--- config.mk ---
export PLATFORM = sky130hd
export DESIGN_NAME = writeback_queue_flat
export DESIGN_NICKNAME = d
export VERILOG_FILES = /design/src/rtl/writeback_queue_if.sv /design/src/rtl/writeback_queue.sv /design/src/flat_wrapper.sv
export SDC_FILE = /design/constraint.sdc
export NUM_CORES = 1
export LEC_CHECK = 0
export CORE_UTILIZATION = 46
export DETAILED_ROUTE_END_ITERATION = 10
export GPL_TIMING_DRIVEN = 0
export PLACE_DENSITY = 0.91
export SYNTH_ARGS = -nofsm -noshare
export SYNTH_HDL_FRONTEND = slang
export SYNTH_SLANG_ARGS = --single-unit
--- constraint.sdc ---
create_clock -name clk -period 2.2 [get_ports clk]
set_input_delay 0.66 -clock clk [delete_from_list [all_inputs] [get_ports clk]]
set_output_delay 0.66 -clock clk [all_outputs]
set_load 0.01 [all_outputs]
--- src/rtl/writeback_queue_if.sv ---
// Handshake and register-file port bundle for writeback_queue.
// master = producer/consumer side, slave = the queue itself.
interface writeback_queue_if #(
  parameter int ADDR_W = 8,
  parameter int DATA_W = 16,
  parameter int DEPTH  = 4
);
  localparam int CNT_W = $clog2(DEPTH) + 1;

  logic              Ld_Valid;
  logic              Ld_Ready;
  logic [ADDR_W-1:0] Ld_Addr;
  logic [DATA_W-1:0] Ld_Data;

  logic              Alu_Valid;
  logic              Alu_Ready;
  logic [ADDR_W-1:0] Alu_Addr;
  logic [DATA_W-1:0] Alu_Data;

  logic              Stall;

  logic              WE;
  logic [ADDR_W-1:0] Addr_In;
  logic [DATA_W-1:0] Data_In;
  logic [CNT_W-1:0]  Count;

  logic [ADDR_W-1:0] Addr_Out_A;
  logic [ADDR_W-1:0] Addr_Out_B;
  logic [DATA_W-1:0] Rf_Data_A;
  logic [DATA_W-1:0] Rf_Data_B;
  logic [DATA_W-1:0] Data_Out_A;
  logic [DATA_W-1:0] Data_Out_B;

  modport slave (
    input  Ld_Valid, Ld_Addr, Ld_Data,
    input  Alu_Valid, Alu_Addr, Alu_Data,
    input  Stall,
    input  Addr_Out_A, Addr_Out_B, Rf_Data_A, Rf_Data_B,
    output Ld_Ready, Alu_Ready,
    output WE, Addr_In, Data_In, Count,
    output Data_Out_A, Data_Out_B
  );

  modport master (
    output Ld_Valid, Ld_Addr, Ld_Data,
    output Alu_Valid, Alu_Addr, Alu_Data,
    output Stall,
    output Addr_Out_A, Addr_Out_B, Rf_Data_A, Rf_Data_B,
    input  Ld_Ready, Alu_Ready,
    input  WE, Addr_In, Data_In, Count,
    input  Data_Out_A, Data_Out_B
  );
endinterface

--- src/rtl/writeback_queue.sv ---
// Circular write-back FIFO merging load and ALU results into one register-file write port.
// Optional read-port forwarding from queued entries is enabled by defining WB_FORWARD_EN.
module writeback_queue #(
  parameter int ADDR_W = 8,
  parameter int DATA_W = 16,
  parameter int DEPTH  = 4
) (
  input  logic clk,
  input  logic rst_n,
  writeback_queue_if.slave bus
);
  localparam int PTR_W = $clog2(DEPTH);
  localparam int CNT_W = PTR_W + 1;

  logic [ADDR_W-1:0] addr_mem [DEPTH];
  logic [DATA_W-1:0] data_mem [DEPTH];
  logic [PTR_W-1:0]  wr_ptr;
  logic [PTR_W-1:0]  rd_ptr;
  logic [CNT_W-1:0]  count;

  logic              full;
  logic              empty;
  logic              ld_fire;
  logic              alu_fire;
  logic              push;
  logic              pop;
  logic [ADDR_W-1:0] push_addr;
  logic [DATA_W-1:0] push_data;

  // Ready is derived from registered occupancy, so a pop while full frees a slot only next cycle.
  assign full      = (count == CNT_W'(DEPTH));
  assign empty     = (count == '0);
  assign ld_fire   = bus.Ld_Valid && !full;
  assign alu_fire  = bus.Alu_Valid && !full && !bus.Ld_Valid;
  assign push      = ld_fire || alu_fire;
  assign pop       = !empty && !bus.Stall;
  assign push_addr = ld_fire ? bus.Ld_Addr : bus.Alu_Addr;
  assign push_data = ld_fire ? bus.Ld_Data : bus.Alu_Data;

  assign bus.Ld_Ready  = !full;
  assign bus.Alu_Ready = !full && !bus.Ld_Valid;
  assign bus.WE        = pop;
  assign bus.Addr_In   = addr_mem[rd_ptr];
  assign bus.Data_In   = data_mem[rd_ptr];
  assign bus.Count     = count;

  always_ff @(posedge clk or negedge rst_n) begin
    if (!rst_n) begin
      wr_ptr <= '0;
      rd_ptr <= '0;
      count  <= '0;
      for (int i = 0; i < DEPTH; i++) begin
        addr_mem[i] <= '0;
        data_mem[i] <= '0;
      end
    end else begin
      if (push) begin
        addr_mem[wr_ptr] <= push_addr;
        data_mem[wr_ptr] <= push_data;
        wr_ptr           <= wr_ptr + 1'b1;
      end
      if (pop) begin
        rd_ptr <= rd_ptr + 1'b1;
      end
      case ({push, pop})
        2'b10:   count <= count + 1'b1;
        2'b01:   count <= count - 1'b1;
        default: count <= count;
      endcase
    end
  end

`ifdef WB_FORWARD_EN
  logic [PTR_W-1:0]  fwd_idx;
  logic [DATA_W-1:0] fwd_a;
  logic [DATA_W-1:0] fwd_b;

  // Walk oldest to youngest so the youngest matching entry wins.
  always_comb begin
    fwd_a   = bus.Rf_Data_A;
    fwd_b   = bus.Rf_Data_B;
    fwd_idx = rd_ptr;
    for (int i = 0; i < DEPTH; i++) begin
      fwd_idx = rd_ptr + PTR_W'(i);
      if (CNT_W'(i) < count) begin
        if (addr_mem[fwd_idx] == bus.Addr_Out_A) fwd_a = data_mem[fwd_idx];
        if (addr_mem[fwd_idx] == bus.Addr_Out_B) fwd_b = data_mem[fwd_idx];
      end
    end
  end

  assign bus.Data_Out_A = fwd_a;
  assign bus.Data_Out_B = fwd_b;
`else
  logic unused_read_addr;
  assign unused_read_addr = &{1'b0, bus.Addr_Out_A, bus.Addr_Out_B};

  assign bus.Data_Out_A = bus.Rf_Data_A;
  assign bus.Data_Out_B = bus.Rf_Data_B;
`endif

endmodule

--- src/flat_wrapper.sv ---
// flat-port wrapper written by rule: the top's interface ports become plain ports
module writeback_queue_flat 
#(
  parameter int ADDR_W = 8,
  parameter int DATA_W = 16,
  parameter int DEPTH  = 4
)
  (clk, rst_n, bus_Ld_Valid, bus_Ld_Addr, bus_Ld_Data, bus_Alu_Valid, bus_Alu_Addr, bus_Alu_Data, bus_Stall, bus_Addr_Out_A, bus_Addr_Out_B, bus_Rf_Data_A, bus_Rf_Data_B, bus_Ld_Ready, bus_Alu_Ready, bus_WE, bus_Addr_In, bus_Data_In, bus_Count, bus_Data_Out_A, bus_Data_Out_B);
  writeback_queue_if #(.ADDR_W(ADDR_W), .DATA_W(DATA_W), .DEPTH(DEPTH)) bus_i ();
  input  logic clk;
  input  logic rst_n;
  input wire logic [$bits(bus_i.Ld_Valid)-1:0] bus_Ld_Valid;
  input wire logic [$bits(bus_i.Ld_Addr)-1:0] bus_Ld_Addr;
  input wire logic [$bits(bus_i.Ld_Data)-1:0] bus_Ld_Data;
  input wire logic [$bits(bus_i.Alu_Valid)-1:0] bus_Alu_Valid;
  input wire logic [$bits(bus_i.Alu_Addr)-1:0] bus_Alu_Addr;
  input wire logic [$bits(bus_i.Alu_Data)-1:0] bus_Alu_Data;
  input wire logic [$bits(bus_i.Stall)-1:0] bus_Stall;
  input wire logic [$bits(bus_i.Addr_Out_A)-1:0] bus_Addr_Out_A;
  input wire logic [$bits(bus_i.Addr_Out_B)-1:0] bus_Addr_Out_B;
  input wire logic [$bits(bus_i.Rf_Data_A)-1:0] bus_Rf_Data_A;
  input wire logic [$bits(bus_i.Rf_Data_B)-1:0] bus_Rf_Data_B;
  output wire logic [$bits(bus_i.Ld_Ready)-1:0] bus_Ld_Ready;
  output wire logic [$bits(bus_i.Alu_Ready)-1:0] bus_Alu_Ready;
  output wire logic [$bits(bus_i.WE)-1:0] bus_WE;
  output wire logic [$bits(bus_i.Addr_In)-1:0] bus_Addr_In;
  output wire logic [$bits(bus_i.Data_In)-1:0] bus_Data_In;
  output wire logic [$bits(bus_i.Count)-1:0] bus_Count;
  output wire logic [$bits(bus_i.Data_Out_A)-1:0] bus_Data_Out_A;
  output wire logic [$bits(bus_i.Data_Out_B)-1:0] bus_Data_Out_B;
  assign bus_i.Ld_Valid = bus_Ld_Valid;
  assign bus_i.Ld_Addr = bus_Ld_Addr;
  assign bus_i.Ld_Data = bus_Ld_Data;
  assign bus_i.Alu_Valid = bus_Alu_Valid;
  assign bus_i.Alu_Addr = bus_Alu_Addr;
  assign bus_i.Alu_Data = bus_Alu_Data;
  assign bus_i.Stall = bus_Stall;
  assign bus_i.Addr_Out_A = bus_Addr_Out_A;
  assign bus_i.Addr_Out_B = bus_Addr_Out_B;
  assign bus_i.Rf_Data_A = bus_Rf_Data_A;
  assign bus_i.Rf_Data_B = bus_Rf_Data_B;
  assign bus_Ld_Ready = bus_i.Ld_Ready;
  assign bus_Alu_Ready = bus_i.Alu_Ready;
  assign bus_WE = bus_i.WE;
  assign bus_Addr_In = bus_i.Addr_In;
  assign bus_Data_In = bus_i.Data_In;
  assign bus_Count = bus_i.Count;
  assign bus_Data_Out_A = bus_i.Data_Out_A;
  assign bus_Data_Out_B = bus_i.Data_Out_B;
  writeback_queue #(.ADDR_W(ADDR_W), .DATA_W(DATA_W), .DEPTH(DEPTH)) u_core (.clk(clk), .rst_n(rst_n), .bus(bus_i));
endmodule
==> flow_summary_export.csv <==
group,metric,value,unit
setup_path,required,1.54,ns
run,cap_violations,0,
cells_and_area,nets,602,
global_route,grt_pass1_wl,21470,microns
power_and_ir_drop,leakagePower,2.815,nW
setup_path,cpPeakStageDelay,0.53,ns
logic_synthesis,synthDistinctLibCells,25,
floorplan,die_h,105.4,microns
setup_path,path_buf_inv,4,
clock_tree,cts_buffer_depth,2,
logic_synthesis,yosysTopAreaCell,"dfrtp_1",
setup_path,crit_path_start_kind,"flop",
clock_tree,cts_tree,"built",
cells_and_area,final_cell_count_no_fill,636,
power_and_ir_drop,p_int,6.933,mW
timing,clock_skew,0.01309,ns
logic_synthesis,syn-instance-count,350,
logic_synthesis,synth_area_leaders,"dfrtp_1 (52%), a2bb2oi_1 (17%), mux4_2 (11%), buf_4 (5.5%), o22ai_1 (3.1%)",
power_and_ir_drop,clkPwrFrac,12.8,%
global_route,grt_max_degree,60,
clock_tree,worstSkewPairLatency,0.38,ns
timing,rsz0062_at_grt,"yes",
timing,hold_violations,0,
logic_synthesis,avgSynthCellArea,14.04,sq um
setup_path,crit_chain,"buf_8 -> buf_6 -> buf_16 -> mux4_2 -> buf_6",
clock_tree,cts_inserted_buffers,9,
logic_synthesis,ys_async_sr_fraction,100.0,%
clock_tree,cts_root_buf,"clkbuf_8",
placement,dpl.hpwl,8734,microns
cells_and_area,n_fill_cell,710,
setup_path,path_common_cell,"buf_6",
setup_path,crit_arrival,1.82,ns
global_route,grt_util_met2,43.89,%
setup_path,ff2ff_setup_slack,0.15,ns
logic_synthesis,synth_edf_count,0,
routing,drt_iter0_drc,268,
routing,drt_wl_total,13390,microns
setup_path,critPathKind,"flop to output pin",
floorplan,initial_core_util,47.61,%
placement,dp_cells,601,
cells_and_area,multi_input_area,1886,sq um
routing,avgViaCountPerCell,5.885,
min_path,hold_path.class,"input pin to async pin",
status,violations,"setup timing",
timing,worst_pin_slew,0.6063,ns
timing,fmax,402.9,MHz
routing,vias,3743,
logic_synthesis,synth.most_common_cell,"dfrtp_1",
setup_path,cp-end-kind,"output pin",
timing,post-route-period-util,112.8,%
timing,setup_viol_count_final,23,
logic_synthesis,netlist_top_cells_count,"dfrtp_1 (103), a2bb2oi_1 (94), buf_4 (36)",
global_route,grt_usage,25.47,%
power_and_ir_drop,vdd_ir_drop_max,623.1,uV
power_and_ir_drop,pwr-share-seq,31.6,%
logic_synthesis,syn-cell-area,4915,sq um
timing,fin_crit,2.482,ns
routing,ant_nets,0,
global_route,grt_pass1_vias,4081,
routing,route.detailed.drc,0,
global_route,grt.busiest_layer,"met2",
cells_and_area,area_growth,37.91,%
power_and_ir_drop,powerDensity,1583,nW/um^2
routing,wl_per_cell,21.06,microns
status,status,"complete, but fails checks",
logic_synthesis,ys.flop_type,"dfrtp_1",
clock_tree,clkSlewWorstSetupHoldPaths,0.10,ns
setup_path,critPathMaxFanout,5,
placement,port_buffers,114,
floorplan,dieArea,11100,sq um
global_route,met3_usage,6.184,%
timing,slew_viol_final,0,
logic_synthesis,yosys_warnings,0,
logic_synthesis,yosys.area.top_type_share,52.44,%
logic_synthesis,ys_ff_latch,103,
placement,gp_congestion,0.8049,
global_route,grt_util_met1,30.91,%
routing,firstDrtPassIters,4,
cells_and_area,final_util,65.65,%
floorplan,core_area,10320,sq um
setup_path,slowest_stage,"mux4_2",
floorplan,die_x,105.4,microns
floorplan,fp-row-count,37,
floorplan,ios,163,
logic_synthesis,ys_seq_area_share,52.44,%
power_and_ir_drop,switching_share,35.38,%
power_and_ir_drop,pwr-share-comb,55.5,%
cells_and_area,seqCellArea,2579,sq um
clock_tree,htreeDepth,3,
power_and_ir_drop,switchingPower,3.795,mW
global_route,antenna_found_initial,0,
global_route,overflow,0,
cells_and_area,drive_gt1_share,31.00,%
cells_and_area,diodes,0,
setup_path,crit_family,"buffers and inverters",
power_and_ir_drop,p_total,10.73,mW
timing,slew-limit-headroom,59.58,%
logic_synthesis,synth_nets,457,
timing,setup_ws,-0.2820,ns
clock_tree,cts.sinks,103,
==> final cells by class <==
cell class                 instances  share of cell area [%]
sequential                       103                   38.05
multi-input combinational        175                   27.82
timing repair buffer             134                   20.36
buffer                            64                   7.366
tap                              136                   2.511
clock buffer                       9                   1.828
clock inverter                     7                   1.625
inverter                           8                  0.4430
==> metal layers <==
metal | wire length [microns] | vias to the layer above
met5 | 0 | -
met4 | 276 | 0
met3 | 1174 | 21
met2 | 6863 | 210
met1 | 5077 | 1899
li1 | - | 1613
==> power by group through the flow <==
stage / logic [mW] / registers, mW / clock network (mW)
6_report: 5.96 / 3.39 / 1.38
2_1_floorplan: 3.39 / 3.21 / 0
4_1_cts: 5.85 / 3.35 / 1.38
3_5_place_dp: 5.29 / 3.36 / 0
5_1_grt: 6.31 / 3.47 / 1.44
3_3_place_gp: 5.12 / 3.29 / 0
==> path summary, 6_finish.rpt <==
path                                      from                   to  depth (start not counted)
setup reg to reg           u_core.bus.Count[1]  u_core.bus.Count[2]                         11
hold reg to reg            u_core.addr_mem[20]  u_core.addr_mem[20]                          1
min in group clk           u_core.addr_mem[20]  u_core.addr_mem[20]                          1
setup / recovery              u_core.rd_ptr[0]       bus_Data_In[0]                          5
max in group asynchronous                rst_n   u_core.data_mem[5]                          2
hold / removal                           rst_n  u_core.addr_mem[27]                          1
==> cell usage in the layout, fill, tap and decap left out, types with 2 or more instances in the layout <==
master	instances
a2bb2oi_1	94
a2bb2oi_2	2
buf_12	3
buf_16	2
buf_2	9
buf_4	47
buf_6	37
buf_8	2
bufinv_16	2
clkbuf_1	9
clkbuf_8	9
clkdlybuf4s50_1	85
dfrtp_1	102
dlygate4sd2_1	4
ha_1	4
inv_1	8
inv_8	3
mux4_2	24
nor2_1	2
nor2_2	2
nor2b_1	4
nor3b_4	5
o22ai_1	24
xnor2_1	2
xor2_1	4
==> sequential cells by signal, indices dropped and copies added, names as in the netlist <==
name,flops
u_core.addr_mem,32
u_core.bus.Count,3
u_core.data_mem,64
u_core.rd_ptr,2
u_core.wr_ptr,2
==> cells by family after synthesis <==
logic type | share of synthesized area (%)
AOI/OAI and AO/OA | 20.42
DFF | 52.44
buffers and inverters | 9.852
muxes | 11.43
and+or+nand+nor | 3.106
xor gates and xnor gates | 1.069
adders and majority gates | 1.680
==> stage by stage <==
stage | worst slack, ns | hold slack [ns] | TNS (ns) | area [sq um]
after floorplan | 0.09744 | 0.3644 | 0 | 4920
after CTS | -0.2855 | 0.2916 | -4.883 | 6750
final | -0.2820 | 0.2767 | -4.070 | 6778
after global routing | -0.3102 | 0.3308 | -4.810 | 6778
after global placement | -2.957 | 0.5021 | -325.13 | 6231
after detailed placement | -0.6073 | 0.5240 | -26.26 | 6256
==> timing repair <==
item                                   4_1_cts  5_1_grt
setup endpoints to repair                   28       26
gates cloned                                 3        0
gates resized for setup                    144        9
hold buffers                                 0        0
pin swaps                                    5        4
endpoints found under the hold margin        0        0
setup buffers                               15        4
(Power assumes the default switching activity.)
